### config.mk
export PLATFORM = sky130hd
export DESIGN_NAME = operand_stack
export DESIGN_NICKNAME = d
export VERILOG_FILES = /design/src/rtl/operand_stack_pkg.sv /design/src/rtl/operand_stack_ram.sv /design/src/rtl/operand_stack.sv
export SDC_FILE = /design/constraint.sdc
export NUM_CORES = 2
export LEC_CHECK = 0
export CORE_UTILIZATION = 58
export DETAILED_ROUTE_END_ITERATION = 6
export GPL_TIMING_DRIVEN = 0
export PLACE_DENSITY = 0.89
export SYNTH_ARGS = -nofsm -noshare
export SYNTH_HDL_FRONTEND = slang
export SYNTH_SLANG_ARGS = --single-unit
### constraint.sdc
create_clock -name clk -period 12.15 [get_ports clk]
set_input_delay 1.215 -clock clk [delete_from_list [all_inputs] [get_ports clk]]
set_output_delay 1.215 -clock clk [all_outputs]
set_load 0.1 [all_outputs]
### src/rtl/operand_stack_pkg.sv
// Shared definitions for the WebAssembly operand stack: value type tags,
// trap codes and the named meanings of the pop count.
package operand_stack_pkg;

    // Value type tags carried alongside every stack entry.
    typedef enum logic [1:0] {
        TY_I32 = 2'd0,
        TY_I64 = 2'd1,
        TY_F32 = 2'd2,
        TY_F64 = 2'd3
    } val_type_e;

    // Trap codes; TRAP_NONE means the stack is operating normally.
    typedef enum logic [2:0] {
        TRAP_NONE            = 3'd0,
        TRAP_STACK_UNDERFLOW = 3'd1,
        TRAP_STACK_OVERFLOW  = 3'd2,
        TRAP_TYPE_MISMATCH   = 3'd3
    } trap_e;

    // Number of entries consumed by an operation class.
    localparam logic [1:0] POP_NONE   = 2'd0;  // push / no-op
    localparam logic [1:0] POP_UNARY  = 2'd1;  // unary op
    localparam logic [1:0] POP_BINARY = 2'd2;  // binary op
    localparam logic [1:0] POP_SELECT = 2'd3;  // select (cond + two values)

endpackage

### src/rtl/operand_stack_ram.sv
// Operand stack storage: DEPTH x ENT_W register file.
// Ports:
//   clk_i             clock
//   we_i              write enable
//   waddr_i/wdata_i   write address / entry ({type, data})
//   raddrK_i          combinational read address K (K = 0..2)
//   rdataK_o          combinational read data K
// Contents are not reset; the stack pointer in the parent decides validity.
module operand_stack_ram #(
    parameter int unsigned DEPTH = 16,
    parameter int unsigned ENT_W = 66,
    parameter int unsigned AW    = $clog2(DEPTH)
) (
    input  logic             clk_i,
    input  logic             we_i,
    input  logic [AW-1:0]    waddr_i,
    input  logic [ENT_W-1:0] wdata_i,
    input  logic [AW-1:0]    raddr0_i,
    input  logic [AW-1:0]    raddr1_i,
    input  logic [AW-1:0]    raddr2_i,
    output logic [ENT_W-1:0] rdata0_o,
    output logic [ENT_W-1:0] rdata1_o,
    output logic [ENT_W-1:0] rdata2_o
);

    logic [ENT_W-1:0] mem_q [DEPTH];

    always_ff @(posedge clk_i) begin
        if (we_i) begin
            mem_q[waddr_i] <= wdata_i;
        end
    end

    assign rdata0_o = mem_q[raddr0_i];
    assign rdata1_o = mem_q[raddr1_i];
    assign rdata2_o = mem_q[raddr2_i];

endmodule

### src/rtl/operand_stack.sv
// Typed WebAssembly operand stack. Each cycle pops 0..3 entries and then
// optionally pushes one, checking depth and operand types; any violation
// raises a sticky trap that freezes the stack until reset.
// Ports:
//   clk, reset (async, active-low)
//   clear                       flush all entries (ignored once trapped)
//   pop_n, push_en              entries popped, then optional push
//   push_data, push_type        entry pushed
//   check_en, check_type        require every popped entry to have check_type
//   check_sel                   select form: top must be i32, next two must match
//   top0..2 / top0..2_type      top three entries (0 when absent)
//   count, empty, full          occupancy
//   trap                        trap code, 0 = none
module operand_stack
    import operand_stack_pkg::*;
#(
    parameter int unsigned DEPTH  = 16,
    parameter int unsigned WIDTH  = 64,
    parameter int unsigned TYPE_W = 2
) (
    input  logic                   clk,
    input  logic                   reset,
    input  logic                   clear,
    input  logic [1:0]             pop_n,
    input  logic                   push_en,
    input  logic [WIDTH-1:0]       push_data,
    input  logic [TYPE_W-1:0]      push_type,
    input  logic                   check_en,
    input  logic [TYPE_W-1:0]      check_type,
    input  logic                   check_sel,
    output logic [WIDTH-1:0]       top0,
    output logic [TYPE_W-1:0]      top0_type,
    output logic [WIDTH-1:0]       top1,
    output logic [TYPE_W-1:0]      top1_type,
    output logic [WIDTH-1:0]       top2,
    output logic [TYPE_W-1:0]      top2_type,
    output logic [$clog2(DEPTH):0] count,
    output logic                   empty,
    output logic                   full,
    output logic [2:0]             trap
);

    localparam int unsigned AW = $clog2(DEPTH);
    localparam int unsigned CW = AW + 1;
    localparam int unsigned NW = CW + 1;   // headroom for count + 1
    localparam int unsigned EW = TYPE_W + WIDTH;

    logic [CW-1:0] count_q, count_d;
    trap_e         trap_q, trap_d;

    logic          we;
    logic [AW-1:0] waddr;
    logic [EW-1:0] rd0, rd1, rd2;
    logic [EW-1:0] ent0, ent1, ent2;
    logic [NW-1:0] next_cnt;
    logic          type_bad;

    operand_stack_ram #(
        .DEPTH (DEPTH),
        .ENT_W (EW),
        .AW    (AW)
    ) u_ram (
        .clk_i    (clk),
        .we_i     (we),
        .waddr_i  (waddr),
        .wdata_i  ({push_type, push_data}),
        .raddr0_i (AW'(count_q - CW'(1))),
        .raddr1_i (AW'(count_q - CW'(2))),
        .raddr2_i (AW'(count_q - CW'(3))),
        .rdata0_o (rd0),
        .rdata1_o (rd1),
        .rdata2_o (rd2)
    );

    // Read ports wrap around when fewer than three entries exist; mask those.
    assign ent0 = (count_q > CW'(0)) ? rd0 : '0;
    assign ent1 = (count_q > CW'(1)) ? rd1 : '0;
    assign ent2 = (count_q > CW'(2)) ? rd2 : '0;

    assign top0      = ent0[WIDTH-1:0];
    assign top0_type = ent0[EW-1 -: TYPE_W];
    assign top1      = ent1[WIDTH-1:0];
    assign top1_type = ent1[EW-1 -: TYPE_W];
    assign top2      = ent2[WIDTH-1:0];
    assign top2_type = ent2[EW-1 -: TYPE_W];

    assign count = count_q;
    assign empty = (count_q == '0);
    assign full  = (count_q == CW'(DEPTH));
    assign trap  = trap_q;

    // Pop-then-push: the pushed entry lands where the last popped one was.
    assign next_cnt = NW'(count_q) - NW'(pop_n) + NW'(push_en);
    assign waddr    = AW'(count_q - CW'(pop_n));

    always_comb begin
        type_bad = 1'b0;
        if (check_en) begin
            if (check_sel && (pop_n == POP_SELECT)) begin
                type_bad = (top0_type != TYPE_W'(TY_I32)) || (top1_type != top2_type);
            end else begin
                if ((pop_n >= POP_UNARY)  && (top0_type != check_type)) type_bad = 1'b1;
                if ((pop_n >= POP_BINARY) && (top1_type != check_type)) type_bad = 1'b1;
                if ((pop_n == POP_SELECT) && (top2_type != check_type)) type_bad = 1'b1;
            end
        end
    end

    always_comb begin
        count_d = count_q;
        trap_d  = trap_q;
        we      = 1'b0;
        if (trap_q == TRAP_NONE) begin
            if (clear) begin
                count_d = '0;
            end else if (CW'(pop_n) > count_q) begin
                trap_d = TRAP_STACK_UNDERFLOW;
            end else if (next_cnt > NW'(DEPTH)) begin
                trap_d = TRAP_STACK_OVERFLOW;
            end else if (type_bad) begin
                trap_d = TRAP_TYPE_MISMATCH;
            end else begin
                count_d = CW'(next_cnt);
                we      = push_en;
            end
        end
    end

    always_ff @(posedge clk or negedge reset) begin
        if (!reset) begin
            count_q <= '0;
            trap_q  <= TRAP_NONE;
        end else begin
            count_q <= count_d;
            trap_q  <= trap_d;
        end
    end

endmodule

==> results.yml <==
die:
  fp.coreArea_um2: 98600
  initial_core_util_pct: 58.7
  ioPinCount: 284
  rows: 115
  die_h_um: 318
  die_area_um2: 101000
  die_w_um: 318
clock_tree:
  post_cts_resized: 0
  numCtsBuffers: 107
  clk_latency_ps: 730
  cts_sinks: 1063
  holdBufCountCts: 0
  htreeDepth: 3
  cts.clk_slew.worst_paths_ps: 60
  cts_tree: "done"
  post_cts_buffers: 0
  root_buffer: "clkbuf_16"
  clock_path_buffers: 3
critical_path:
  startpoint: "count[1]$_DFFE_PN0P_"
  r2r_setup_slack_ps: 4400
  worstSetupEndpoint: "top0[43]"
  cp_max_fo: 10
  required_ps: 10930
  crit_type: "flip-flop to primary output"
  regToRegStartpoint: "count[1]$_DFFE_PN0P_"
  timing.rr.end: "u_ram.mem_q[7][30]$_DFFE_PP_"
  rr_worst_depth: 18
  start_kind: "flip-flop"
  worstPathArrival_ps: 9860
  end_kind: "primary output"
timing:
  setup_viol: 0
  hold_violations: 0
  setup_ws_ps: 1070
  fin_crit_sh_pct: 91.2
  min_period_ps: 11080
  relSlewSlack_pct: -8.54
  rsz0062_at_grt: "false"
  fin_worst_skew_ps: 34.9
  worstMarginPinSlew_ps: 1630
  slew_violations: 33
  fmax_mhz: 90.3
detailed_routing:
  wire_per_inst_um: 45.5
  drc: 2
  via_per_inst: 8.73
  drtPass1Iterations: 7
  wirelength_mm: 216
  ant_nets: 0
  via_count: 41550
  drtIter0Drc: 9187
placed_design:
  portBuffers: 281
  globalplace.congestion: 0.922
  pre_cts_ws_ps: 2710
  dpl_cell_area_um2: 63900
  dp_hpwl_mm: 137
logic_synthesis:
  ys_ff_latch: 1063
  synth_edf_count: 1056
  synth_most_common_cell: "edfxtp_1"
  synth-main-ff-cell: "edfxtp_1"
  yosys-top-cells-count: "edfxtp_1 (1056), mux4_2 (913), clkbuf_1 (156), a211oi_1 (131), and2_1 (126)"
  synth-async-reset-ratio_pct: 0.659
  synth_top_family_by_area: "multiplexers"
  synth.net_count: 2923
  yosys_warnings: 0
  synth_area_leaders: "edfxtp_1 (55%), mux4_2 (36%), a211oi_1 (1.7%)"
  synthSimpleGateAreaFrac_pct: 2.74
  synthAdderAreaFrac_pct: 0.524
  avgSynthCellArea_um2: 20.5
  muxShareOfSynthArea_pct: 37.0
  synth_xor_area_share_pct: 0.387
  synth_compound_area_share_pct: 2.20
  synth_cells: 2824
  synth_top_area_share_pct: 54.9
  synth_top_area_cell: "edfxtp_1"
  ys_seq_area_share_pct: 55.2
  ys_types: 52
  synth.cell_area_um2: 57800
cells_and_area:
  layout.nets: 3464
  drive_gt1_share_pct: 37.7
  syn2layout_area_growth_pct: 17.2
  final_area_um2: 67800
  nFillCells: 5606
grt:
  antenna_found_initial: 28
  grt-ovfl-total: 0
  grt_start_max_net_pins: 17
  grt_pass1_vias: 41429
  grt_pass1_wl_mm: 303
  grt_usage_pct: 42.8
status:
  violations: "DRC, capacitance limit, slew limit"
  status: "complete, but fails checks"
worst_hold_path:
  hp-class: "flip-flop to flip-flop"
job:
  cap_violations: 4
[registers in the layout, summed over array words and instances (netlist names)]
name	cells
u_ram.mem_q	1056
trap	2
count	5
[how the worst min path moves through the flow]
stage | startpoint | endpoint | slack (ps) | cells past startpoint
after global placement | trap[0]$_DFFE_PN0P_ | trap[0]$_DFFE_PN0P_ | 460 | 1
after detailed placement | trap[0]$_DFFE_PN0P_ | trap[0]$_DFFE_PN0P_ | 460 | 1
after floorplan | reset | count[0]$_DFFE_PN0P_ | 920 | 0
final | trap[0]$_DFFE_PN0P_ | trap[0]$_DFFE_PN0P_ | 480 | 1
after global routing | trap[0]$_DFFE_PN0P_ | trap[0]$_DFFE_PN0P_ | 510 | 1
after CTS | trap[0]$_DFFE_PN0P_ | trap[0]$_DFFE_PN0P_ | 480 | 1
[layer usage]
metal / up-vias / global-route usage (%) / part of all wire (%)
met1: 20235 / 50.0 / 28
met3: 1623 / 18.3 / 18
met5: - / 0 / 0.094
met2: 5910 / 64.5 / 45
met4: 30 / 29.3 / 9.2
li1: 13752 / - / -
[critical path, cell delays in order, from the launching register on]
cell	delay (ps)
dfrtp_1	610
clkbuf_1	700
inv_1	380
ha_1	580
buf_2	320
buf_2	500
buf_2	430
buf_1	940
clkbuf_1	1030
clkbuf_1	860
mux4_2	380
a211oi_1	100
a211oi_1	970
clkdlybuf4s50_1	1310
[final cells by class]
cell class                      instances  area [µm²]  share of cell area [%]
Timing Repair Buffer                  432        4460                    6.59
Clock inverter                         84         970                    1.43
Inverter                               19        71.3                   0.105
Buffer                                265        1060                    1.56
Antenna cell                           17        42.5                  0.0628
Multi-Input combinational cell       1477       24900                    36.8
Tap cell                             1287        1610                    2.38
Sequential cell                      1063       31900                    47.1
Clock buffer                          115        2750                    4.06
[metrics by stage]
stage               hold WS [ps]  utilization (%)  TNS [ps]  cells
finish                       479             68.7         0   4759
global route                 512             68.7         0   4751
CTS                          478             68.6         0   4740
detailed placement           464             64.9         0   4541
global placement             459             63.2  -4042730   4392
floorplan                    919                -    -22720   2824
[placed cells by master (no fill, tap or decap), types with 66 or more instances in the layout]
master	instances
clkbuf_16	109
nor2b_1	66
mux4_2	913
and2_1	126
a211oi_1	131
edfxtp_1	1056
buf_6	99
mux2i_1	83
buf_1	76
clkbuf_1	157
clkdlybuf4s50_1	281
[cell families after synthesis]
family	count (synthesis)
AOI/OAI and AO/OA	167
muxes	998
buffers and inverters	284
xor gates and xnor gates	23
other	1
DFF	1063
and+or+nand+nor	265
adders and majority gates	23
Power is left out: the tool's default activity adds up to more than one toggle a clock period on the data nets, which glitch-free logic cannot reach.
